## src/rtl/booth_prod_accum.sv

```systemverilog
`default_nettype none
// ============================================================================
// Module   : booth_prod_accum
// Purpose  : Accumulates the unsigned 2N-bit products of the Booth multiplier
//            over valid/ready bursts. Each burst ends on in_last. The stage
//            then presents the burst sum, the beat count and a sticky
//            overflow flag on a valid/ready result handshake.
// Ports    : clk, rst_n          - clock, asynchronous active-low reset
//            in_valid/in_ready   - product stream handshake
//            in_prod [2N-1:0]    - unsigned product
//            in_last             - final beat of the burst
//            out_valid/out_ready - result handshake
//            out_acc [ACC_W-1:0] - burst sum modulo 2^ACC_W
//            out_count [CNT_W-1:0] - beats in burst, saturating
//            out_ovf             - some add in the burst carried out
//            busy                - burst in progress or result pending
// Revision : 1.0 - initial release
// ============================================================================
module booth_prod_accum #(
    parameter int N     = 4,
    parameter int ACC_W = 16,
    parameter int CNT_W = 8
) (
    input  logic               clk,
    input  logic               rst_n,
    input  logic               in_valid,
    output logic               in_ready,
    input  logic [2*N-1:0]     in_prod,
    input  logic               in_last,
    output logic               out_valid,
    input  logic               out_ready,
    output logic [ACC_W-1:0]   out_acc,
    output logic [CNT_W-1:0]   out_count,
    output logic               out_ovf,
    output logic               busy
);

    // ------------------------------------------------------------------
    // Constants
    // ------------------------------------------------------------------
    localparam logic [1:0] c_st_idle  = 2'd0;
    localparam logic [1:0] c_st_accum = 2'd1;
    localparam logic [1:0] c_st_hold  = 2'd2;

    // Zero-extension width taking the product up to the ACC_W+1 carry width.
    localparam int c_pad = ACC_W + 1 - 2 * N;

    localparam logic [CNT_W-1:0] c_cnt_max = {CNT_W{1'b1}};
    localparam logic [CNT_W-1:0] c_cnt_one = {{(CNT_W-1){1'b0}}, 1'b1};

    // ------------------------------------------------------------------
    // State
    // ------------------------------------------------------------------
    logic [1:0]       r_state;
    logic [ACC_W-1:0] r_acc;
    logic [CNT_W-1:0] r_count;
    logic             r_ovf;

    // ------------------------------------------------------------------
    // Combinational helpers
    // ------------------------------------------------------------------
    logic             w_accept;
    logic             w_release;
    logic [ACC_W:0]   w_sum;
    logic [ACC_W-1:0] w_prod_ext;
    logic [CNT_W-1:0] w_count_inc;

    logic [1:0]       w_state_nxt;
    logic [ACC_W-1:0] w_acc_nxt;
    logic [CNT_W-1:0] w_count_nxt;
    logic             w_ovf_nxt;

    // in_ready depends on state only, so upstream can never form a
    // combinational loop through in_valid.
    assign in_ready   = (r_state != c_st_hold);
    assign out_valid  = (r_state == c_st_hold);
    assign busy       = (r_state != c_st_idle);

    assign w_accept   = in_valid && in_ready;
    assign w_release  = out_valid && out_ready;

    assign w_prod_ext = {{(c_pad-1){1'b0}}, in_prod};
    // Top bit of w_sum is the carry out of the accumulator width.
    assign w_sum      = {1'b0, r_acc} + {{c_pad{1'b0}}, in_prod};

    // Counter sticks at all-ones rather than wrapping.
    assign w_count_inc = (r_count == c_cnt_max) ? c_cnt_max : (r_count + c_cnt_one);

    // ------------------------------------------------------------------
    // Next-state logic
    // ------------------------------------------------------------------
    always_comb begin
        w_state_nxt = r_state;
        w_acc_nxt   = r_acc;
        w_count_nxt = r_count;
        w_ovf_nxt   = r_ovf;

        case (r_state)
            c_st_idle: begin
                if (w_accept) begin
                    // First beat loads rather than adds, so a burst never
                    // inherits residue from the previous one.
                    w_acc_nxt   = w_prod_ext;
                    w_count_nxt = c_cnt_one;
                    w_ovf_nxt   = 1'b0;
                    w_state_nxt = in_last ? c_st_hold : c_st_accum;
                end
            end

            c_st_accum: begin
                // Cycles without in_valid are gaps: everything holds.
                if (w_accept) begin
                    w_acc_nxt   = w_sum[ACC_W-1:0];
                    w_ovf_nxt   = r_ovf | w_sum[ACC_W];
                    w_count_nxt = w_count_inc;
                    if (in_last) begin
                        w_state_nxt = c_st_hold;
                    end
                end
            end

            c_st_hold: begin
                // in_ready is low here, so the release cycle is a bubble.
                if (w_release) begin
                    w_acc_nxt   = '0;
                    w_count_nxt = '0;
                    w_ovf_nxt   = 1'b0;
                    w_state_nxt = c_st_idle;
                end
            end

            default: begin
                // Unreachable encoding: recover to a clean idle stage.
                w_acc_nxt   = '0;
                w_count_nxt = '0;
                w_ovf_nxt   = 1'b0;
                w_state_nxt = c_st_idle;
            end
        endcase
    end

    // ------------------------------------------------------------------
    // Registers
    // ------------------------------------------------------------------
    always_ff @(posedge clk or negedge rst_n) begin
        if (!rst_n) begin
            r_state <= c_st_idle;
            r_acc   <= '0;
            r_count <= '0;
            r_ovf   <= 1'b0;
        end else begin
            r_state <= w_state_nxt;
            r_acc   <= w_acc_nxt;
            r_count <= w_count_nxt;
            r_ovf   <= w_ovf_nxt;
        end
    end

    // Result outputs come straight from registers and only change on the
    // release handshake while in HOLD, so they are stable for the consumer.
    assign out_acc   = r_acc;
    assign out_count = r_count;
    assign out_ovf   = r_ovf;

endmodule
`default_nettype wire

```

## config.mk

```make
export PLATFORM = sky130hd
export DESIGN_NAME = booth_prod_accum
export DESIGN_NICKNAME = d
export VERILOG_FILES = /design/src/rtl/booth_prod_accum.sv
export SDC_FILE = /design/constraint.sdc
export NUM_CORES = 1
export LEC_CHECK = 0
export BUFFER_PORTS_ARGS = -buffer_cell sky130_fd_sc_hd__buf_2
export CAP_MARGIN = 20
export CORE_ASPECT_RATIO = 0.6
export CORE_UTILIZATION = 50
export CTS_CLUSTER_SIZE = 14
export DETAILED_ROUTE_END_ITERATION = 7
export GPL_TIMING_DRIVEN = 0
export PLACE_DENSITY = 0.75
export SETUP_SLACK_MARGIN = 0.1
export SLEW_MARGIN = 40
export SYNTH_ARGS = -nofsm -noshare
export SYNTH_HDL_FRONTEND = slang
export SYNTH_SLANG_ARGS = --single-unit
```

## constraint.sdc

```tcl
create_clock -name clk -period 3 [get_ports clk]
set_clock_uncertainty 0.15 [all_clocks]
set_input_delay 0.45 -clock clk [delete_from_list [all_inputs] [get_ports clk]]
set_output_delay 0.45 -clock clk [all_outputs]
set_load 0.01 [all_outputs]
```

Word level (Yosys, flattened, before mapping)
Cells that the tools add are included.
- divide/modulo/power cells: 0
- multiply operators: 0
- equality and inequality tests: 8
- multiplexer cells: 19
- order comparisons: 0
- reductions and logical operators: 6
- add/subtract/negate cells: 2
- shifts and indexed selects: 0
- bitwise logic cells: 1
- operators with widths (operator ; count):
    16-bit two-way mux ; 3
    16-bit case mux with 3 select lines ; 1
    8-bit two-way mux ; 4
    8-bit case mux with 3 select lines ; 1
    16-bit by 8-bit adder with 17-bit output ; 1
    2-bit two-way mux ; 5
    8-bit by 1-bit adder with 8-bit output (second input constant) ; 1
    8-bit equality test (second input constant) ; 1
    2-bit inequality test (second input constant) ; 4
    2-bit case mux with 3 select lines ; 1
    4-bit AND reduction ; 1
    1-bit two-way mux ; 3
    1-bit case mux with 3 select lines ; 1
    3-bit AND reduction ; 1
    2-bit by 1-bit equality test with 1-bit output (second input constant) ; 1
    2-bit equality test (second input constant) ; 1
    1-bit logical AND ; 2
    2-bit zero test ; 1
    2-bit by 1-bit inequality test with 1-bit output (second input constant) ; 1
    2-bit nonzero test ; 1
    1-bit OR ; 1
- output and inout bits: 28
- memories kept: 0
- bits in read-only memories: 0
- bits in writable memories: 0
- bits in latches: 0
- register bits after elaboration: 27
- input port bits: 13

Longest topological paths before layout
- depth after elaboration: 4
- gate-level depth with buffers: 8
- depth with buffers taken out: 8

Least setup slack after synthesis
OpenSTA, ideal clock, no wires.
- path kind: input to register
- start: in in_prod[0]
- end: reg r_acc[12], in the netlist out_acc[12]
- arrival: 2026 ps
- cell stages on the path: 8
- required time: 2773 ps
- setup slack: 746 ps
- cells stage by stage: ha_1 inv_1 fa_1 nand2b_1 a21oi_1 o21ai_1 or3_1 a21oi_1
- cells in the longest elaborated chain, start to end: 3
- ends and longest elaborated chain (item ; line ; text):
    from (decl) ; 28 ; input logic [2*N-1:0] in_prod,
    16-bit by 8-bit adder with 17-bit output ; 84 ; assign w_sum = {1'b0, r_acc} + {{c_pad{1'b0}}, in_prod};
    16-bit two-way mux ; 112 ; if (w_accept) begin
    16-bit case mux with 3 select lines ; 98 ; case (r_state)
    to (signal assigned) ; 153 ; r_acc <= w_acc_nxt;
    to (decl) ; 55 ; logic [ACC_W-1:0] r_acc;
No other way between the ends. The select of a mux whose other input is x is not followed.
A chain may end at the register's enable or synchronous reset.

Worst setup path in the final report
- start: reg r_acc[0], in the netlist out_acc[0]
- end: reg r_acc[14], in the netlist out_acc[14]
- cells in the longest elaborated chain, start to end: 3
- ends and longest elaborated chain (item ; line):
    16-bit by 8-bit adder with 17-bit output ; 84
    16-bit two-way mux ; 112
    16-bit case mux with 3 select lines ; 98
No other way between the ends. The select of a mux whose other input is x is not followed.

==> out/metrics.cfg <==
[clock_network]
root_buffer = clkbuf_8
clock_latency_ns = 0.28
htree_levels = 1
post_cts_buffers = 0
clk_pin_slew_ns = 0.10
clockBufferDepth = 2
cts_made_buffers = 3
cts_tree = yes
cts_sinks = 27
cts_hold_buf = 0
cts_resized = 0

[sta]
period_share_pct = 80.05
setup_slack_ns = 0.5985
min_period_ns = 2.401
drv_slew = 0
maxSlewHeadroom_pct = 57.85
setup_viol = 0
worst_pin_slew_ns = 0.6322
hold_ws_ns = 0.02144
max_freq_mhz = 416.4
rsz0062_at_grt = no
tns_ns = 0
final-hold-violation-count = 0

[critical_path]
required_ns = 3.06
crit_path_start_kind = flop
arrival_ns = 2.47
cpLargestDelayFamily = compound AO/OA/AOI/OAI gates
max_stage_delay_ns = 0.39
path_class = reg2reg
path_buf_inv = 1
end_kind = flop
cpMostUsedCell = a21oi_1
crit_chain = ha_1 > inv_1 > fa_1 > nand2b_1 > a21oi_1 > o21ai_1 > or3_1 > a21oi_1
crit_path_top_delay_cell = fa_1
worst-path-max-fanout = 6

[pwr]
p_clk_share_pct = 17.8
switching_power_uw = 486.9
swShare_pct = 40.14
seq_power_share_pct = 38.5
p_int_uw = 726.2
vdd.ir_drop.worst_mv = 0.3892
p_per_area_nw_per_um2 = 593.0
p_leak_uw = 0.001014
finalPower_uw = 1213
combinationalPowerShare_pct = 43.7

[layout]
area_growth_pct = 17.54
antenna_cells = 0
nNetsFinal = 268
final_common_cell = buf_2
multi_input_area_sq_um = 984.7
register_area_sq_um = 675.6
fillers = 314
drive_gt1_share_pct = 21.72
stdcell_area_sq_um = 2046
final_cell_mix = 44 x buf_2, 27 x dfrtp_1, 20 x a21oi_1

[detailed_routing]
via_per_inst = 5.772
drt_iter0_drc = 93
dr.pass1.iters = 4
routedWlPerCell_um = 14.82
num_vias = 1668
drtAntennaViolNets = 0
drc = 0
routed_wirelength_mm = 4.283

[placed_design]
gp_congestion = 0.8696
io_buffers = 40
dp_hpwl_mm = 3.182
place_area_sq_um = 1997
place_ws_ns = 0.3937

[floorplan]
die_w_um = 78.17
rows = 16
initial_core_util_pct = 53.01
ioPinCount = 41
die_y_um = 47.70
core_sq_um = 3283
die_area_sq_um = 3728

[synthesis]
ys_types = 40
netlist_area_sq_um = 1740
synth_edf_count = 0
yosysTopAreaCellShare_pct = 38.82
yosysSeqAreaShare_pct = 38.82
async_flop_share_pct = 100.0
yosys_warnings = 0
syn_area_per_cell_sq_um = 8.702
yosysTopAreaCell = dfrtp_1
syn_inst = 200
syn_nets = 223
synth_area_leaders = dfrtp_1 39%, ha_1 6.5%, a21oi_1 5.8%
synth_ff_type = dfrtp_1
ys_seq_elements = 27

[hold_path]
hp-class = in2async

[grt]
antenna_found_initial = 0
overflow = 0
grt_pass1_vias = 1404
grt_util_all_layers_pct = 24.38
grt_pass1_wl_mm = 6.817
grt_max_degree = 28

[status]
status = finished clean

[run]
maxCapViolations = 0

-- cells in the mapped netlist (all sizes together) (3+ instances only) --
| master | number |
|---|---|
| o211ai | 7 |
| nand3 | 11 |
| nand2 | 19 |
| or4 | 4 |
| ha | 9 |
| dfrtp | 27 |
| nand2b | 4 |
| a21oi | 20 |
| and3 | 7 |
| buf | 7 |
| nor2 | 15 |
| a21o | 7 |
| xor2 | 3 |
| nor3 | 3 |
| xnor2 | 3 |
| inv | 8 |
| o31ai | 4 |
| nand4 | 3 |
| o21ai | 17 |
-- kinds of logic after synthesis --
logic type,after synthesis,synth area share [%]
simple gates,72,20.78
buf+inv,16,4.601
mux,1,0.5751
compound gates,68,24.59
fa+ha+maj,10,7.621
xor+xnor,6,3.020
flops,27,38.82
-- metal layers --
metal / track usage (%) / vias up / routed length, um
met3: 4.571 / 2 / 299
met2: 36.84 / 62 / 1725
li1: - / 831 / -
met4: 4.444 / 0 / 19
met1: 36.85 / 773 / 2238
met5: 0 / - / 0
-- power by group through the flow --
stage | registers (uW) | clock network (uW) | logic, uW
3_3_place_gp | 471 | 0 | 516
4_1_cts | 467 | 225 | 527
2_1_floorplan | 491 | 0 | 344
5_1_grt | 475 | 237 | 588
3_5_place_dp | 475 | 0 | 521
6_report | 467 | 216 | 530
-- stage by stage --
stage	cells	util [%]
5_1_grt	289	62.31
2_1_floorplan	200	-
3_3_place_gp	285	60.82
4_1_cts	289	62.31
3_5_place_dp	285	60.82
6_report	289	62.31
-- worst paths after layout --
path / from / endpoint / slack [ns] / cells after the start
worst max-delay path: out_acc[0] / out_acc[14] / 0.60 / 8
worst min-delay path: rst_n / out_count[2] / 0.02 / 1
worst max register to register: out_acc[0] / out_acc[14] / 0.60 / 8
worst min register to register: out_acc[4] / out_acc[4] / 0.39 / 2
max in group asynchronous: rst_n / out_count[7] / 2.25 / 1
min in group clk: out_ready / r_state[1] / 0.23 / 2
-- state kept, by name (all words and copies together), names as in the netlist --
name / count
r_state: 2
out_acc: 16
out_count: 8
out_ovf: 1
-- area by class of cell --
| cell class | count | area share, % |
|---|---|---|
| Buffer | 8 | 2.446 |
| Clock buffer | 3 | 2.018 |
| Clock inverter | 1 | 0.3670 |
| Inverter | 8 | 1.468 |
| Multi-Input combinational cell | 157 | 48.13 |
| Sequential cell | 27 | 33.03 |
| Tap cell | 45 | 2.752 |
| Timing Repair Buffer | 40 | 9.786 |
Power figures use the tool's default switching activity.
